<file path="config.mk">
export PLATFORM = sky130hd
export DESIGN_NAME = addsub_rr_sched
export DESIGN_NICKNAME = d
export VERILOG_FILES = /design/src/rtl/addsub_pkg.sv /design/src/rtl/add_sub.sv /design/src/rtl/addsub_rr_arbiter.sv /design/src/rtl/addsub_rr_sched.sv
export SDC_FILE = /design/constraint.sdc
export NUM_CORES = 1
export LEC_CHECK = 0
export CORE_ASPECT_RATIO = 2
export CORE_UTILIZATION = 46
export CTS_CLUSTER_DIAMETER = 60
export DETAILED_ROUTE_END_ITERATION = 8
export HOLD_SLACK_MARGIN = 0.12
export PLACE_DENSITY = 0.77
export SYNTH_ARGS = -nofsm -noshare
export SYNTH_HDL_FRONTEND = slang
export SYNTH_SLANG_ARGS = --single-unit
</file>
<file path="constraint.sdc">
create_clock -name clk -period 4.7 [get_ports clk]
set_input_delay 0.705 -clock clk [delete_from_list [all_inputs] [get_ports clk]]
set_output_delay 0.705 -clock clk [all_outputs]
set_load 0.01 [all_outputs]
</file>
<file path="src/rtl/addsub_pkg.sv">
// Shared encodings for the round-robin add/sub scheduler: FSM states and operation modes.
package addsub_pkg;

    typedef enum logic [1:0] {
        ST_IDLE = 2'b00,
        ST_EXEC = 2'b01,
        ST_RESP = 2'b10
    } state_t;

    localparam logic M_ADD = 1'b0;
    localparam logic M_SUB = 1'b1;

endpackage

</file>
<file path="src/rtl/add_sub.sv">
// Ripple-carry add/subtract built from full adders. Subtract is A + ~B + 1 with the mode bit as carry-in.
module full_adder (
    input  logic a,
    input  logic b,
    input  logic ci,
    output logic s,
    output logic co
);
    assign s  = a ^ b ^ ci;
    assign co = (a & b) | (ci & (a ^ b));
endmodule

module add_sub
    import addsub_pkg::*;
#(
    parameter int N = 4
) (
    input  logic [N-1:0] a,
    input  logic [N-1:0] b,
    input  logic         m,
    output logic [N-1:0] result,
    output logic         carry,
    output logic         ovf
);
    logic [N-1:0] bx;
    logic [N:0]   c;

    assign bx   = (m == M_SUB) ? ~b : b;
    assign c[0] = (m == M_SUB);

    for (genvar i = 0; i < N; i++) begin : g_bit
        full_adder u_fa (
            .a  (a[i]),
            .b  (bx[i]),
            .ci (c[i]),
            .s  (result[i]),
            .co (c[i+1])
        );
    end

    assign carry = c[N];
    // Overflow when both effective operands share a sign that the result does not.
    assign ovf   = (a[N-1] == bx[N-1]) & (result[N-1] != a[N-1]);
endmodule

</file>
<file path="src/rtl/addsub_rr_arbiter.sv">
// Combinational round-robin pick: first valid requester at or above ptr, wrapping around.
module addsub_rr_arbiter #(
    parameter int NREQ = 4,
    parameter int IDW  = (NREQ > 1) ? $clog2(NREQ) : 1
) (
    input  logic [NREQ-1:0] req_valid,
    input  logic [IDW-1:0]  ptr,
    output logic [NREQ-1:0] grant,
    output logic [IDW-1:0]  grant_idx
);
    logic found;
    int   j;

    always_comb begin
        grant     = '0;
        grant_idx = '0;
        found     = 1'b0;
        j         = 0;
        for (int k = 0; k < NREQ; k++) begin
            j = (int'(ptr) + k) % NREQ;
            if (!found && req_valid[IDW'(j)]) begin
                found              = 1'b1;
                grant[IDW'(j)]     = 1'b1;
                grant_idx          = IDW'(j);
            end
        end
    end
endmodule

</file>
<file path="src/rtl/addsub_rr_sched.sv">
// Shares one add/sub datapath between NREQ requesters: round-robin accept, one-cycle execute, held response.
module addsub_rr_sched
    import addsub_pkg::*;
#(
    parameter  int N    = 4,
    parameter  int NREQ = 4,
    localparam int IDW  = (NREQ > 1) ? $clog2(NREQ) : 1
) (
    input  logic            clk,
    input  logic            rst_n,
    input  logic [NREQ-1:0] req_valid,
    output logic [NREQ-1:0] req_ready,
    input  logic [NREQ*N-1:0] req_a,
    input  logic [NREQ*N-1:0] req_b,
    input  logic [NREQ-1:0] req_m,
    output logic            rsp_valid,
    input  logic            rsp_ready,
    output logic [N-1:0]    rsp_result,
    output logic            rsp_carry,
    output logic            rsp_ovf,
    output logic [IDW-1:0]  rsp_id
);
    // Handshakes: a transfer happens on a rising edge where valid and ready are both high.
    state_t          state_q, state_d;
    logic [IDW-1:0]  ptr_q, id_q, grant_idx;
    logic [NREQ-1:0] grant;
    logic [N-1:0]    a_q, b_q, sel_a, sel_b, sum;
    logic            m_q, sel_m, sum_c, sum_o;
    logic            accept;

    addsub_rr_arbiter #(.NREQ(NREQ), .IDW(IDW)) u_arb (
        .req_valid (req_valid),
        .ptr       (ptr_q),
        .grant     (grant),
        .grant_idx (grant_idx)
    );

    add_sub #(.N(N)) u_add_sub (
        .a      (a_q),
        .b      (b_q),
        .m      (m_q),
        .result (sum),
        .carry  (sum_c),
        .ovf    (sum_o)
    );

    assign accept = (state_q == ST_IDLE) & (|grant);

    always_ff @(posedge clk or negedge rst_n) begin
        if (!rst_n) state_q <= ST_IDLE;
        else        state_q <= state_d;
    end

    always_comb begin
        state_d = ST_IDLE;
        case (state_q)
            ST_IDLE: state_d = accept ? ST_EXEC : ST_IDLE;
            ST_EXEC: state_d = ST_RESP;
            ST_RESP: state_d = (rsp_valid & rsp_ready) ? ST_IDLE : ST_RESP;
            default: state_d = ST_IDLE;
        endcase
    end

    always_comb begin
        req_ready = (state_q == ST_IDLE) ? grant : '0;
    end

    always_comb begin
        sel_a = '0;
        sel_b = '0;
        sel_m = 1'b0;
        for (int i = 0; i < NREQ; i++) begin
            if (grant[i]) begin
                sel_a = req_a[i*N +: N];
                sel_b = req_b[i*N +: N];
                sel_m = req_m[i];
            end
        end
    end

    always_ff @(posedge clk or negedge rst_n) begin
        if (!rst_n) begin
            a_q   <= '0;
            b_q   <= '0;
            m_q   <= 1'b0;
            id_q  <= '0;
            ptr_q <= '0;
        end else if (accept) begin
            a_q   <= sel_a;
            b_q   <= sel_b;
            m_q   <= sel_m;
            id_q  <= grant_idx;
            ptr_q <= (grant_idx == IDW'(NREQ - 1)) ? '0 : grant_idx + 1'b1;
        end
    end

    // rsp_valid falls on handshake and in any state other than EXEC/RESP, including illegal ones.
    always_ff @(posedge clk or negedge rst_n) begin
        if (!rst_n) begin
            rsp_valid  <= 1'b0;
            rsp_result <= '0;
            rsp_carry  <= 1'b0;
            rsp_ovf    <= 1'b0;
            rsp_id     <= '0;
        end else begin
            rsp_valid <= (state_q == ST_EXEC) | ((state_q == ST_RESP) & rsp_valid & ~rsp_ready);
            if (state_q == ST_EXEC) begin
                rsp_result <= sum;
                rsp_carry  <= sum_c;
                rsp_ovf    <= sum_o;
                rsp_id     <= id_q;
            end
        end
    end
endmodule

</file>
==> flow_metrics.py, run 1 <==
metrics = {
    "logic_synthesis": {
        "synth_top_family_by_area": "compound AO/OA/AOI/OAI gates",
        "netlist_area_mm2": 0.00208,
        "async_flop_share_pct": 100,
        "synth_fa_ha_area_share_pct": 8.30,
        "yosysTopAreaCellShare_pct": 28.9,
        "synth_largest_area_cell": "dfrtp_1",
        "synth-seq-cells": 24,
        "synth_nets": 279,
        "yosys_warnings": 0,
        "ys_dominant_reg_cell": "dfrtp_1",
        "yosys.area_share.simple_pct": 20.1,
        "synthXorXnorAreaFrac_pct": 2.53,
        "synth.area.mux_share_pct": 8.78,
        "yosys.cell_types.count": 53,
        "synth.most_common_cell": "dfrtp_1",
        "synth_compound_area_share_pct": 22.5,
        "avgSynthCellArea_um2": 9.29,
        "netlist_top_cells_count": "dfrtp_1 (24), nand2_1 (22), inv_1 (20)",
        "yosys-top-cells-area": "dfrtp_1 (29%), ha_1 (5.4%), nor3b_2 (5.4%), nand2_1 (4.0%), o221ai_1 (3.8%)",
        "synth-seq-area-share_pct": 28.9,
        "netlist_instances": 224,
        "synth_edf_count": 0,
    },
    "grt": {
        "grt_use_total_pct": 22.7,
        "grt_max_degree": 25,
        "antenna_found_initial": 0,
        "grt_pass1_wl_um": 8420,
        "grt_pass1_vias": 1787,
        "grt_overflow": 0,
    },
    "cts": {
        "cts_tree": "built",
        "clock_latency_ns": 0.26,
        "root_buffer": "clkbuf_8",
        "cts_setup_buffers": 0,
        "cts.reportedPaths.clkPinSlew_ns": 0.08,
        "clk_path_buf_depth": 2,
        "hold_buffers": 0,
        "clock_sinks": 24,
        "cts_buffers": 3,
        "cts_resized": 0,
        "htreeDepth": 1,
    },
    "timing": {
        "fin_worst_skew_ns": 0.00431,
        "hold_slack_ns": 0.485,
        "setup_viol": 0,
        "hold_viol": 0,
        "layout_min_cycle_time_ns": 4.06,
        "max_freq_mhz": 246,
        "relSlewSlack_pct": 30.2,
        "drv_slew": 0,
        "worst_pin_slew_ns": 1.04,
        "post-route-period-util_pct": 86.3,
        "rsz0062_at_grt": "false",
        "setup_tns_ns": 0,
        "layout_setup_ws_ns": 0.643,
    },
    "placement": {
        "place_congestion": 0.898,
        "hpwl_um": 4090,
        "port_buffers": 55,
        "dp_slack_ns": 0.687,
    },
    "setup_path": {
        "rrSetupSlack_ns": 0.99,
        "crit_family": "simple AND/OR/NAND/NOR gates",
        "worst-setup-path-type": "reg -> out",
        "end_kind": "output port",
        "worst_ep_required_time_ns": 3.99,
        "path_cells": "inv_2 -> ha_1 -> mux4_2 -> nand2_1 -> mux2i_1 -> nor3_2 -> nor2_1 -> clkdlybuf4s50_1",
        "critPathArrivalTime_ns": 3.35,
        "crit_slowest_cell": "dfrtp_1",
        "slowest_delay_ns": 0.63,
        "cp_num_buf_inv": 2,
        "crit_fanout": 14,
        "start_kind": "flop",
    },
    "route": {
        "firstDrtPassIters": 4,
        "vias_per_cell": 5.58,
        "ant_nets": 0,
        "drtIter0Drc": 28,
        "drc": 0,
        "wl_per_cell_um": 15.6,
        "num_vias": 1796,
        "routed_wl_um": 5020,
    },
    "floorplan": {
        "fp.dieW_um": 49.6,
        "initial_core_util_pct": 48.0,
        "fp.dieArea_mm2": 0.00481,
        "ios": 56,
        "row_count": 34,
        "coreArea_mm2": 0.00434,
        "fp.dieH_um": 97.1,
    },
    "cells_and_area": {
        "fillCellCount": 400,
        "drive_above_1_share_pct": 12.3,
        "syn_to_final_growth_pct": 28.3,
        "multi_input_area_mm2": 0.00129,
        "ff_latch_area_um2": 601,
        "num-nets-final": 324,
        "insertedDiodeCount": 0,
    },
    "power_and_ir_drop": {
        "power.density_mw_per_mm2": 693,
        "peakVddDrop_mv": 0.492,
        "p_total_uw": 1850,
        "p_leak_uw": 0.00109,
    },
    "hold_path": {
        "hold_class": "reg -> reg",
    },
    "job": {
        "cap_violations": 0,
    },
    "status": {
        "outcome": "complete, no violations",
    },
}
==> per-stage QoR <==
| step | std cells | utilization (%) | cell area (µm²) |
|---|---|---|---|
| floorplan | 224 | - | 2080 |
| global placement | 318 | 60.2 | 2610 |
| detailed placement | 318 | 60.2 | 2610 |
| CTS | 322 | 61.5 | 2670 |
| global route | 322 | 61.5 | 2670 |
| finish | 322 | 61.5 | 2670 |
==> registers in the layout, indices dropped and copies added (netlist names), named ones only <==
| register | count |
|---|---|
| a_q | 4 |
| b_q | 4 |
| id_q | 2 |
| m_q | 1 |
| ptr_q | 1 |
| rsp_carry | 1 |
| rsp_id | 2 |
| rsp_ovf | 1 |
| rsp_result | 4 |
| rsp_valid | 1 |
| state_q | 2 |
==> logic make-up after synthesis <==
family / Yosys count
DFF: 24
buffers and inverters: 39
adders and majority gates: 12
xor gates and xnor gates: 6
and+or+nand+nor: 68
AOI/OAI and AO/OA: 60
muxes: 15
==> layout by cell type, fill, tap and decap left out, types with 4 or more instances in the layout <==
cell,instances
o221ai_1,9
nand2_1,22
clkdlybuf4s50_1,55
nor3b_2,9
clkbuf_8,4
inv_1,20
mux2_2,5
nor2_1,17
nor3b_1,4
a31oi_1,10
a21oi_1,4
mux2i_1,7
dfrtp_1,24
o21ai_0,15
ha_1,9
==> routing by layer <==
metal | GRT usage, % | part of all wire (%)
met5 | 0 | 0
met4 | 11.0 | 3.4
met3 | 0.939 | 1.6
met2 | 41.0 | 57
met1 | 26.3 | 38
==> power by group <==
| part | internal, µW | switching [µW] | total (µW) | leakage, µW |
|---|---|---|---|---|
| registers | 320 | 85.1 | 405 | 0.000287 |
| clock network | 74.6 | 60.2 | 135 | 0.0000288 |
| logic | 582 | 729 | 1310 | 0.000777 |
| total | 976 | 874 | 1850 | 0.00109 |
==> tightest hold or removal path: stages, from the launching register on <==
cell	delay, ns
dfrtp_1	0.35
nand2_1	0.05
o21ai_0	0.06
==> layout make-up <==
class	instances	share of cell area, %
multi-input combinational	161	48.5
clock buffer	4	2.06
tap	54	2.53
sequential	24	22.5
timing repair buffer	58	21.5
inverter	21	2.95
==> worst paths after layout <==
path / from / endpoint / cells past startpoint
min in group asynchronous: rst_n / a_q[0] / 1
setup reg to reg: ptr_q[1] / flop / 9
hold / removal: rsp_carry / rsp_carry / 2
setup / recovery: ptr_q[1] / req_ready[1] / 8
max in group asynchronous: rst_n / state_q[0] / 1
hold reg to reg: rsp_carry / rsp_carry / 2
Note: power is estimated with default switching activity, not from simulation.
==> run 2, diff against run 1 <==
--- a/config.mk
+++ b/config.mk
@@ -5,12 +5,13 @@
 export SDC_FILE = /design/constraint.sdc
 export NUM_CORES = 1
 export LEC_CHECK = 0
-export CORE_ASPECT_RATIO = 2
-export CORE_UTILIZATION = 46
+export CORE_ASPECT_RATIO = 0.75
+export CORE_MARGIN = 2
+export CORE_UTILIZATION = 45
 export CTS_CLUSTER_DIAMETER = 60
 export DETAILED_ROUTE_END_ITERATION = 8
 export HOLD_SLACK_MARGIN = 0.12
-export PLACE_DENSITY = 0.77
+export PLACE_DENSITY = 0.75
 export SYNTH_ARGS = -nofsm -noshare
 export SYNTH_HDL_FRONTEND = slang
 export SYNTH_SLANG_ARGS = --single-unit
==> flow_metrics.py, run 2 (synthesis gave the netlist of run 1 again) <==
metrics = {
    "cts": {
        "clock_sinks": 24,
        "hold_buffers": 0,
        "root_buffer": "clkbuf_8",
        "cts.reportedPaths.clkPinSlew_ns": 0.09,
        "htreeDepth": 1,
        "cts_resized": 0,
        "clock_latency_ns": 0.27,
        "cts_buffers": 3,
        "cts_tree": "built",
        "cts_setup_buffers": 0,
        "clk_path_buf_depth": 2,
    },
    "cells_and_area": {
        "layout_commonest_cell": "clkdlybuf4s50_1",
        "drive_above_1_share_pct": 12.3,
        "num-nets-final": 324,
        "syn_to_final_growth_pct": 28.4,
        "insertedDiodeCount": 0,
        "reg.largest.list": "a_q (4), b_q (4), rsp_result (4)",
        "final_cell_mix": "clkdlybuf4s50_1 (55), dfrtp_1 (24), nand2_1 (22)",
    },
    "timing": {
        "max_freq_mhz": 232,
        "relSlewSlack_pct": 28.2,
        "drv_slew": 0,
        "setup_viol": 0,
        "worst_pin_slew_ns": 1.07,
        "post-route-period-util_pct": 91.9,
        "setup_tns_ns": 0,
        "rsz0062_at_grt": "false",
        "hold_viol": 0,
        "layout_setup_ws_ns": 0.381,
        "hold_slack_ns": 0.484,
        "fin_worst_skew_ns": 0.00587,
        "layout_min_cycle_time_ns": 4.32,
    },
    "power_and_ir_drop": {
        "p_total_uw": 1870,
        "power.density_mw_per_mm2": 700,
        "peakVddDrop_mv": 0.352,
        "p_leak_uw": 0.00109,
    },
    "floorplan": {
        "fp.dieArea_mm2": 0.00519,
        "initial_core_util_pct": 46.6,
        "ios": 56,
        "fp.dieH_um": 62.9,
        "coreArea_mm2": 0.00447,
        "fp.dieW_um": 82.5,
        "row_count": 21,
    },
    "job": {
        "cap_violations": 0,
    },
    "setup_path": {
        "start_kind": "flop",
        "crit_fanout": 19,
        "worst_ep_required_time_ns": 3.99,
        "critPathArrivalTime_ns": 3.61,
        "worst-setup-path-type": "reg -> out",
        "end_kind": "output port",
    },
    "route": {
        "num_vias": 1757,
        "firstDrtPassIters": 4,
        "ant_nets": 0,
        "routed_wl_um": 4700,
        "vias_per_cell": 5.41,
        "drtIter0Drc": 79,
        "drc": 0,
        "wl_per_cell_um": 14.4,
    },
    "grt": {
        "grt_use_total_pct": 19.1,
        "grt_max_degree": 25,
        "grt.met1_usage_pct": 28.9,
        "grt_pass1_vias": 1726,
        "met3_usage_pct": 3.03,
        "grt_overflow": 0,
        "grt.met2_usage_pct": 28.4,
        "grt_busiest_layer": "met1",
        "antenna_found_initial": 0,
        "grt_pass1_wl_um": 7840,
    },
    "placement": {
        "dp_slack_ns": 0.661,
        "place_congestion": 0.871,
        "hpwl_um": 3660,
        "port_buffers": 55,
    },
    "hold_path": {
        "hold_class": "reg -> reg",
    },
    "status": {
        "outcome": "complete, no violations",
    },
}
run 2: cell counts in the layout (fill, tap and decap cells not counted):
No cell type changed its count.
run 2: final timing paths:
kind | cells past startpoint | end | from | slack (ns)
max | 8 | req_ready[1] | flop | 0.38
min | 2 | rsp_ovf | rsp_ovf | 0.48
max reg2reg | 10 | flop | flop | 0.91
min reg2reg | 2 | rsp_ovf | rsp_ovf | 0.48
max in group asynchronous | 1 | rsp_carry | rst_n | 3.04
min in group asynchronous | 1 | rsp_id[1] | rst_n | 1.01
run 2: through the flow:
stage                     utilization [%]  cell area [µm²]  std cells
after floorplan                         -             2080        224
after global placement               58.6             2620        321
after detailed placement             58.6             2620        321
after CTS                            59.8             2670        325
after global routing                 59.8             2670        325
final                                59.8             2670        325
run 2: layout make-up:
type	count	area, µm²
clock buffers	4	55.1
well taps	57	71.3
multi-input cells	161	1290
inverters	21	78.8
repair buffers	58	573
fillers	392	1790
flip-flops and latches	24	601
run 2: per-layer routing:
layer	vias to the layer above	share of wire, %
li1	887	-
met1	809	49
met2	57	44
met3	4	6.2
met4	0	0.53
met5	-	0
run 2: where the power goes:
group          internal (µW)  switching, µW  total [µW]
registers                319            109         428
clock network           74.8           66.9         142
logic                    589            712        1300
total                    983            888        1870
run 2: critical path: stages, from the launching register on:
cell and delay [ns]:
dfrtp_1 0.73, inv_1 0.26, ha_1 0.51, mux4_2 0.44
nand2_1 0.11, mux2i_1 0.10, nor3_2 0.60, nor2_1 0.09
clkdlybuf4s50_1 0.51
